## config.mk

```make
export PLATFORM = sky130hd
export DESIGN_NAME = icache_ctrl_flat
export DESIGN_NICKNAME = d
export VERILOG_FILES = /design/src/rtl/icache_pkg.sv /design/src/rtl/icache_if.sv /design/src/rtl/icache_line_array.sv /design/src/rtl/icache_ctrl.sv /design/src/flat_wrapper.sv
export SDC_FILE = /design/constraint.sdc
export NUM_CORES = 1
export LEC_CHECK = 0
export BUFFER_PORTS_ARGS = -buffer_cell sky130_fd_sc_hd__buf_4
export CAP_MARGIN = 20
export CORE_MARGIN = 2
export CORE_UTILIZATION = 45
export DETAILED_ROUTE_END_ITERATION = 16
export PLACE_DENSITY_LB_ADDON = 0.3
export SLEW_MARGIN = 10
export SYNTH_ARGS = -nofsm -noshare
export SYNTH_HDL_FRONTEND = slang
export SYNTH_HIERARCHICAL = 1
export SYNTH_SLANG_ARGS = --single-unit
```

## constraint.sdc

```tcl
create_clock -name clk -period 6.7 [get_ports clk]
set_input_delay 1.675 -clock clk [delete_from_list [all_inputs] [get_ports clk]]
set_output_delay 1.675 -clock clk [all_outputs]
set_load 0.01 [all_outputs]
```

## src/rtl/icache_pkg.sv

```systemverilog
// Shared definitions for the direct-mapped instruction cache: geometry,
// FSM state encoding and a small address-check helper.
package icache_pkg;

    localparam int IDX_BITS_DEF   = 3;
    localparam int OFF_BITS       = 2;
    localparam int WORDS_PER_LINE = 4;
    localparam int TAG_BITS       = 16 - 3 - IDX_BITS_DEF;

    typedef enum logic [1:0] {
        ST_IDLE = 2'b00,
        ST_FILL = 2'b01,
        ST_DONE = 2'b10
    } state_e;

    // A fetch is misaligned when it asks for an odd byte address.
    function automatic logic misaligned(input logic req, input logic [15:0] addr);
        return req & addr[0];
    endfunction

endpackage

```

## src/rtl/icache_if.sv

```systemverilog
// Backing-memory read bus: one request outstanding, completion signalled by
// a single-cycle mem_valid pulse carrying the read data.
interface icache_if;

    logic        mem_req;
    logic [15:0] mem_addr;
    logic [15:0] mem_rdata;
    logic        mem_valid;

    modport master (
        output mem_req,
        output mem_addr,
        input  mem_rdata,
        input  mem_valid
    );

    modport slave (
        input  mem_req,
        input  mem_addr,
        output mem_rdata,
        output mem_valid
    );

endinterface

```

## src/rtl/icache_line_array.sv

```systemverilog
// Line storage for the instruction cache: per-line valid bit, tag and four
// 16-bit words. Combinational read port, one word-write port and a
// tag-write/valid-set port sharing the write index.
module icache_line_array
    import icache_pkg::*;
#(
    parameter int IDX_BITS = IDX_BITS_DEF,
    parameter int TAG_W    = 16 - 3 - IDX_BITS
) (
    input  logic                clk,
    input  logic                rst,
    input  logic                flush_clr,
    input  logic [IDX_BITS-1:0] rd_idx,
    input  logic [OFF_BITS-1:0] rd_off,
    output logic                rd_valid,
    output logic [TAG_W-1:0]    rd_tag,
    output logic [15:0]         rd_word,
    input  logic                wr_en,
    input  logic [IDX_BITS-1:0] wr_idx,
    input  logic [OFF_BITS-1:0] wr_off,
    input  logic [15:0]         wr_data,
    input  logic                set_en,
    input  logic [TAG_W-1:0]    set_tag
);

    localparam int LINES = 1 << IDX_BITS;

    logic [LINES-1:0] valid_q;
    logic [TAG_W-1:0] tag_q  [LINES];
    logic [15:0]      data_q [LINES][WORDS_PER_LINE];

    // Valid bits: reset and flush clear every line; flush beats a same-cycle set.
    always_ff @(posedge clk) begin
        if (!rst) begin
            valid_q <= '0;
        end else if (flush_clr) begin
            valid_q <= '0;
        end else if (set_en) begin
            valid_q[wr_idx] <= 1'b1;
        end else begin
            valid_q <= valid_q;
        end
    end

    // Tag and data payload: only meaningful behind a set valid bit, so no reset.
    always_ff @(posedge clk) begin
        if (set_en) begin
            tag_q[wr_idx] <= set_tag;
        end
        if (wr_en) begin
            data_q[wr_idx][wr_off] <= wr_data;
        end
    end

    // Combinational lookup for the hit path.
    always_comb begin
        rd_valid = valid_q[rd_idx];
        rd_tag   = tag_q[rd_idx];
        rd_word  = data_q[rd_idx][rd_off];
    end

endmodule

```

## src/rtl/icache_ctrl.sv

```systemverilog
// Direct-mapped read-only instruction cache controller. Hits are served in
// the request cycle; a miss stalls fetch while a 4-word line is refilled in
// order from backing memory, one word outstanding at a time.
module icache_ctrl
    import icache_pkg::*;
#(
    parameter int IDX_BITS = IDX_BITS_DEF
) (
    input  logic        clk,
    input  logic        rst,
    input  logic        fetch_req,
    input  logic [15:0] pc_addr,
    input  logic        flush,
    output logic [15:0] instr,
    output logic        instr_valid,
    output logic        stall,
    output logic        err,
    icache_if.master    mem
);

    localparam int TAG_W = 16 - 3 - IDX_BITS;

    state_e                state_q;
    logic [OFF_BITS-1:0]   cnt_q;
    logic [TAG_W-1:0]      fill_tag_q;
    logic [IDX_BITS-1:0]   fill_idx_q;
    logic                  flush_pend_q;

    logic [TAG_W-1:0]      tag_s;
    logic [IDX_BITS-1:0]   idx_s;
    logic [OFF_BITS-1:0]   off_s;
    logic                  rd_valid_s;
    logic [TAG_W-1:0]      rd_tag_s;
    logic [15:0]           rd_word_s;
    logic                  hit_s;
    logic                  err_s;
    logic                  miss_s;
    logic                  wr_en_s;
    logic                  set_en_s;

    // Address split and hit/miss classification of the current fetch.
    always_comb begin
        tag_s  = pc_addr[15:3+IDX_BITS];
        idx_s  = pc_addr[2+IDX_BITS:3];
        off_s  = pc_addr[2:1];
        hit_s  = rd_valid_s & (rd_tag_s == tag_s);
        err_s  = misaligned(fetch_req, pc_addr);
        miss_s = fetch_req & ~pc_addr[0] & ~hit_s;
    end

    // Refill write controls; a flush seen during the fill keeps the line invalid.
    always_comb begin
        wr_en_s  = (state_q == ST_FILL) & mem.mem_valid;
        set_en_s = wr_en_s & (cnt_q == 2'd3) & ~flush_pend_q & ~flush;
    end

    icache_line_array #(
        .IDX_BITS (IDX_BITS),
        .TAG_W    (TAG_W)
    ) u_lines (
        .clk       (clk),
        .rst       (rst),
        .flush_clr (flush),
        .rd_idx    (idx_s),
        .rd_off    (off_s),
        .rd_valid  (rd_valid_s),
        .rd_tag    (rd_tag_s),
        .rd_word   (rd_word_s),
        .wr_en     (wr_en_s),
        .wr_idx    (fill_idx_q),
        .wr_off    (cnt_q),
        .wr_data   (mem.mem_rdata),
        .set_en    (set_en_s),
        .set_tag   (fill_tag_q)
    );

    // Controller FSM: capture the miss, count refill words, hold one DONE cycle.
    always_ff @(posedge clk) begin
        if (!rst) begin
            state_q      <= ST_IDLE;
            cnt_q        <= 2'd0;
            fill_tag_q   <= '0;
            fill_idx_q   <= '0;
            flush_pend_q <= 1'b0;
        end else begin
            case (state_q)
                ST_IDLE: begin
                    if (miss_s) begin
                        fill_tag_q   <= tag_s;
                        fill_idx_q   <= idx_s;
                        cnt_q        <= 2'd0;
                        flush_pend_q <= flush;
                        state_q      <= ST_FILL;
                    end else begin
                        flush_pend_q <= 1'b0;
                        state_q      <= ST_IDLE;
                    end
                end
                ST_FILL: begin
                    if (flush) begin
                        flush_pend_q <= 1'b1;
                    end
                    if (mem.mem_valid) begin
                        cnt_q <= cnt_q + 2'd1;
                        if (cnt_q == 2'd3) begin
                            state_q <= ST_DONE;
                        end
                    end
                end
                ST_DONE: begin
                    flush_pend_q <= 1'b0;
                    state_q      <= ST_IDLE;
                end
                default: begin
                    state_q      <= ST_IDLE;
                    cnt_q        <= 2'd0;
                    flush_pend_q <= 1'b0;
                end
            endcase
        end
    end

    // Fetch-side outputs: same-cycle hit data, stall on miss and while busy.
    always_comb begin
        instr       = 16'h0000;
        instr_valid = 1'b0;
        stall       = 1'b0;
        err         = 1'b0;
        case (state_q)
            ST_IDLE: begin
                if (err_s) begin
                    err = 1'b1;
                end else if (fetch_req & hit_s) begin
                    instr       = rd_word_s;
                    instr_valid = 1'b1;
                end else if (fetch_req) begin
                    stall = 1'b1;
                end else begin
                    stall = 1'b0;
                end
            end
            ST_FILL, ST_DONE: begin
                stall = 1'b1;
            end
            default: begin
                stall = 1'b0;
            end
        endcase
    end

    // Memory request is driven purely from fill registers, so the address only
    // moves on the edge that consumed mem_valid.
    always_comb begin
        if (state_q == ST_FILL) begin
            mem.mem_req  = 1'b1;
            mem.mem_addr = {fill_tag_q, fill_idx_q, cnt_q, 1'b0};
        end else begin
            mem.mem_req  = 1'b0;
            mem.mem_addr = 16'h0000;
        end
    end

endmodule

```

## src/flat_wrapper.sv

```systemverilog
// flat-port wrapper written by rule: the top's interface ports become plain ports
module icache_ctrl_flat import icache_pkg::*;
#(
    parameter int IDX_BITS = IDX_BITS_DEF
)
  (clk, rst, fetch_req, pc_addr, flush, instr, instr_valid, stall, err, mem_mem_req, mem_mem_addr, mem_mem_rdata, mem_mem_valid);
  icache_if mem_i ();
  input  logic clk;
  input  logic rst;
  input  logic fetch_req;
  input  logic [15:0] pc_addr;
  input  logic flush;
  output logic [15:0] instr;
  output logic instr_valid;
  output logic stall;
  output logic err;
  output wire logic [$bits(mem_i.mem_req)-1:0] mem_mem_req;
  output wire logic [$bits(mem_i.mem_addr)-1:0] mem_mem_addr;
  input wire logic [$bits(mem_i.mem_rdata)-1:0] mem_mem_rdata;
  input wire logic [$bits(mem_i.mem_valid)-1:0] mem_mem_valid;
  assign mem_mem_req = mem_i.mem_req;
  assign mem_mem_addr = mem_i.mem_addr;
  assign mem_i.mem_rdata = mem_mem_rdata;
  assign mem_i.mem_valid = mem_mem_valid;
  icache_ctrl #(.IDX_BITS(IDX_BITS)) u_core (.clk(clk), .rst(rst), .fetch_req(fetch_req), .pc_addr(pc_addr), .flush(flush), .instr(instr), .instr_valid(instr_valid), .stall(stall), .err(err), .mem(mem_i));
endmodule
```

==> results.ini <==
[outcome]
result_of_the_run = complete, no violations

[clock_network]
cts-root-buf = clkbuf_16
tritoncts_clock_tree = built
cts_inserted_buffers = 61
cts.repair.resized = 0
clock_latency_ns = 0.62
max_clock_buf_depth = 3
clkSinkCount = 618
number_of_hold_repair_buffers_added_at_the_cts_stage = 0
depth_of_the_cts_h_tree = 2
cts_setup_buffers = 0
clkSlewWorstSetupHoldPaths_ns = 0.06

[yosys]
area_contributors_post_synth = edfxtp_1, mux2i_1, dfxtp_1
synth_area_leader_cell = edfxtp_1
synth_seq_cells = 618
syn_area_sq_mm = 0.0247
async_flop_share = 0
synth_cell_type_count = 41
part_of_the_yosys_area_used_for_sequential_elements = 0.739
synth_cells = 1422
yosysWarnings = 6
syn-num-nets = 1464
yosys.area.top_type_share = 0.718
synth_edf_count = 592
postSynth.topFlopCell = edfxtp_1
syn_avg_cell_area_sq_um = 17.4

[die]
floorplan.die_area_sq_mm = 0.0569
num_rows = 85
core-area_sq_mm = 0.0541
dieWidth_um = 239
pin_count = 73
initial_utilization = 0.457
die_h_um = 239

[sta]
grt_setup_unrepaired = no
fin_tns_setup_ns = 0
clock-skew-final_ns = 0.0284
max_freq_ghz = 0.158
final-setup-viol-count = 0
hold_slack_ns = 0.475
slew_violations = 0
report.final.hold_viol_count = 0
fin_crit_sh = 0.945
worst-slew-pin-transition_ns = 1.04
timing.slew.headroom = 0.305
fin_crit_ns = 6.33

[final_layout]
nFillCells = 4290
multi_input_comb_area_sq_mm = 0.00593
drive_above_1_share = 0.177
layout_commonest_cell = edfxtp_1
seq_area_sq_mm = 0.0183
final_cell_mix = edfxtp_1, mux2i_1, buf_4
final_nets = 1574
area_growth_pct = 14.5

[critical_path]
kind_of_start_point_of_the_critical_path = primary input
critical_path_class = primary input to output pin
timing.critical_path.fanout_max = 27
arrival_ns = 4.66
timing.critical_path.slowest_cell_delay_ns = 0.61
critical_path.endpoint_type = output pin
critPathSlowestCell = mux4_1
timing.critical_path.cells = buf_4 -> mux4_1 -> mux2_2 -> xnor2_1 -> nand2_1 -> nor4_4 -> and2b_2 -> and2_1 -> buf_4
critical_path_required_ns = 5.03
critPathMostFrequentCell = buf_4

[route]
avgRoutedWirePerCell_um = 24.7
drt_drc_violations_left = 0
postRouteWirelength_mm = 56.3
ant_nets = 0
total_via_count_after_detailed_routing = 13000
drt_first_pass_iters = 5
dr.first_iter.drc_count = 1089
vias_per_cell = 5.73

[job]
max_cap_violations = 0

[placement]
gp_routability_congestion = 0.781
port_buffers = 71
hpwl_mm = 32.6

[min_path]
worstHoldPathType = flop to flop

[pwr]
vdd.ir_drop.worst_mv = 0.193
power.share.switching = 0.203
p_per_area_mw_per_mm2 = 291
power.share.sequential = 0.515
fin_total_pwr_mw = 8.25
p_leak_nw = 9.94
p_comb_frac = 0.045
power_report.internal_total_mw = 6.58
clkPwrFrac = 0.440
switchingPower_mw = 1.67

[global_routing]
grt.total_usage = 0.200
grt_antenna_before_repair = 1
grt_start_max_net_pins = 84
number_of_global_route_vias_before_repair = 12900
grt.overflow.total = 0
grt_pass1_wl_mm = 83.4

-- state kept, by name (all words and copies together), names as in the netlist --
name and count:
u_core/cnt_q 2, u_core/fill_idx_q 3, u_core/fill_tag_q 10, u_core/flush_pend_q 1
u_core/state_q 2, u_core/u_lines/data_q 512, u_core/u_lines/tag_q 80, u_core/u_lines/valid_q 8
-- path summary, 6_finish.rpt --
kind / from / endpoint / slack, ns / cells after the start
setup / recovery: pc_addr[3] / instr[6] / 0.37 / 9
hold / removal: u_core/u_lines/valid_q[2] / u_core/u_lines/valid_q[2] / 0.48 / 2
setup reg to reg: u_core/state_q[1] / u_core/u_lines/data_q[3][60] / 3.38 / 6
hold reg to reg: u_core/u_lines/valid_q[2] / u_core/u_lines/valid_q[2] / 0.48 / 2
-- final cells by class --
type                       count  area share
inverter                       5    0.000662
timing repair buffer         129      0.0376
sequential                   618       0.646
clock inverter                37      0.0193
clock buffer                  73      0.0566
tap                          696      0.0307
multi-input combinational    717       0.209
antenna                        1   0.0000883
-- stage by stage --
| stage | setup slack (ns) | instances | area [sq um] | utilization |
|---|---|---|---|---|
| floorplan | 1.14 | 1422 | 24800 | - |
| global placement | 0.465 | 2163 | 26100 | 0.483 |
| detailed placement | 0.331 | 2163 | 26100 | 0.483 |
| CTS | 0.334 | 2273 | 28300 | 0.523 |
| global route | 0.208 | 2276 | 28300 | 0.523 |
| finish | 0.369 | 2276 | 28300 | 0.523 |
-- cell usage after synthesis (16+ instances only) --
cell type	count
nand2_1	67
nor2_1	47
buf_6	19
a31oi_1	16
a22o_1	32
a22oi_1	64
dfxtp_1	26
a21oi_1	34
edfxtp_1	592
mux2i_1	271
and2_1	33
buf_2	25
nand3_1	37
nor3_1	16
buf_4	24
nand4_1	16
-- per-layer routing --
layer	vias up	track usage	share of wire
met5	-	0	0
met4	0	0.0712	0.028
met3	88	0.0277	0.057
met2	393	0.323	0.48
met1	6725	0.279	0.43
li1	5837	-	-
-- worst max-delay path, delay by kind of cell --
kind / cells / cell delay [ns]
buf+inv: 2 / 0.52
xor+xnor: 1 / 0.24
simple gates: 4 / 1.27
mux: 2 / 0.89
-- power by group through the flow --
stage | clock [mW] | sequential (mW) | combinational (mW)
floorplan | 0 | 4.33 | 0.235
global placement | 0 | 4.33 | 0.369
detailed placement | 0 | 4.33 | 0.375
CTS | 3.69 | 4.25 | 0.377
global route | 3.84 | 4.25 | 0.403
finish | 3.63 | 4.25 | 0.375
-- cell families after synthesis --
kind of cell	share of synthesized area
AO/OA/AOI/OAI	0.0460
multiplexers	0.137
XOR/XNOR	0.00319
adder cells (fa/ha/maj)	0.00253
AND/OR/NAND/NOR	0.0483
flip-flops	0.739
buffers and inverters	0.0239
other	0.000152
Power figures use the tool's default switching activity.
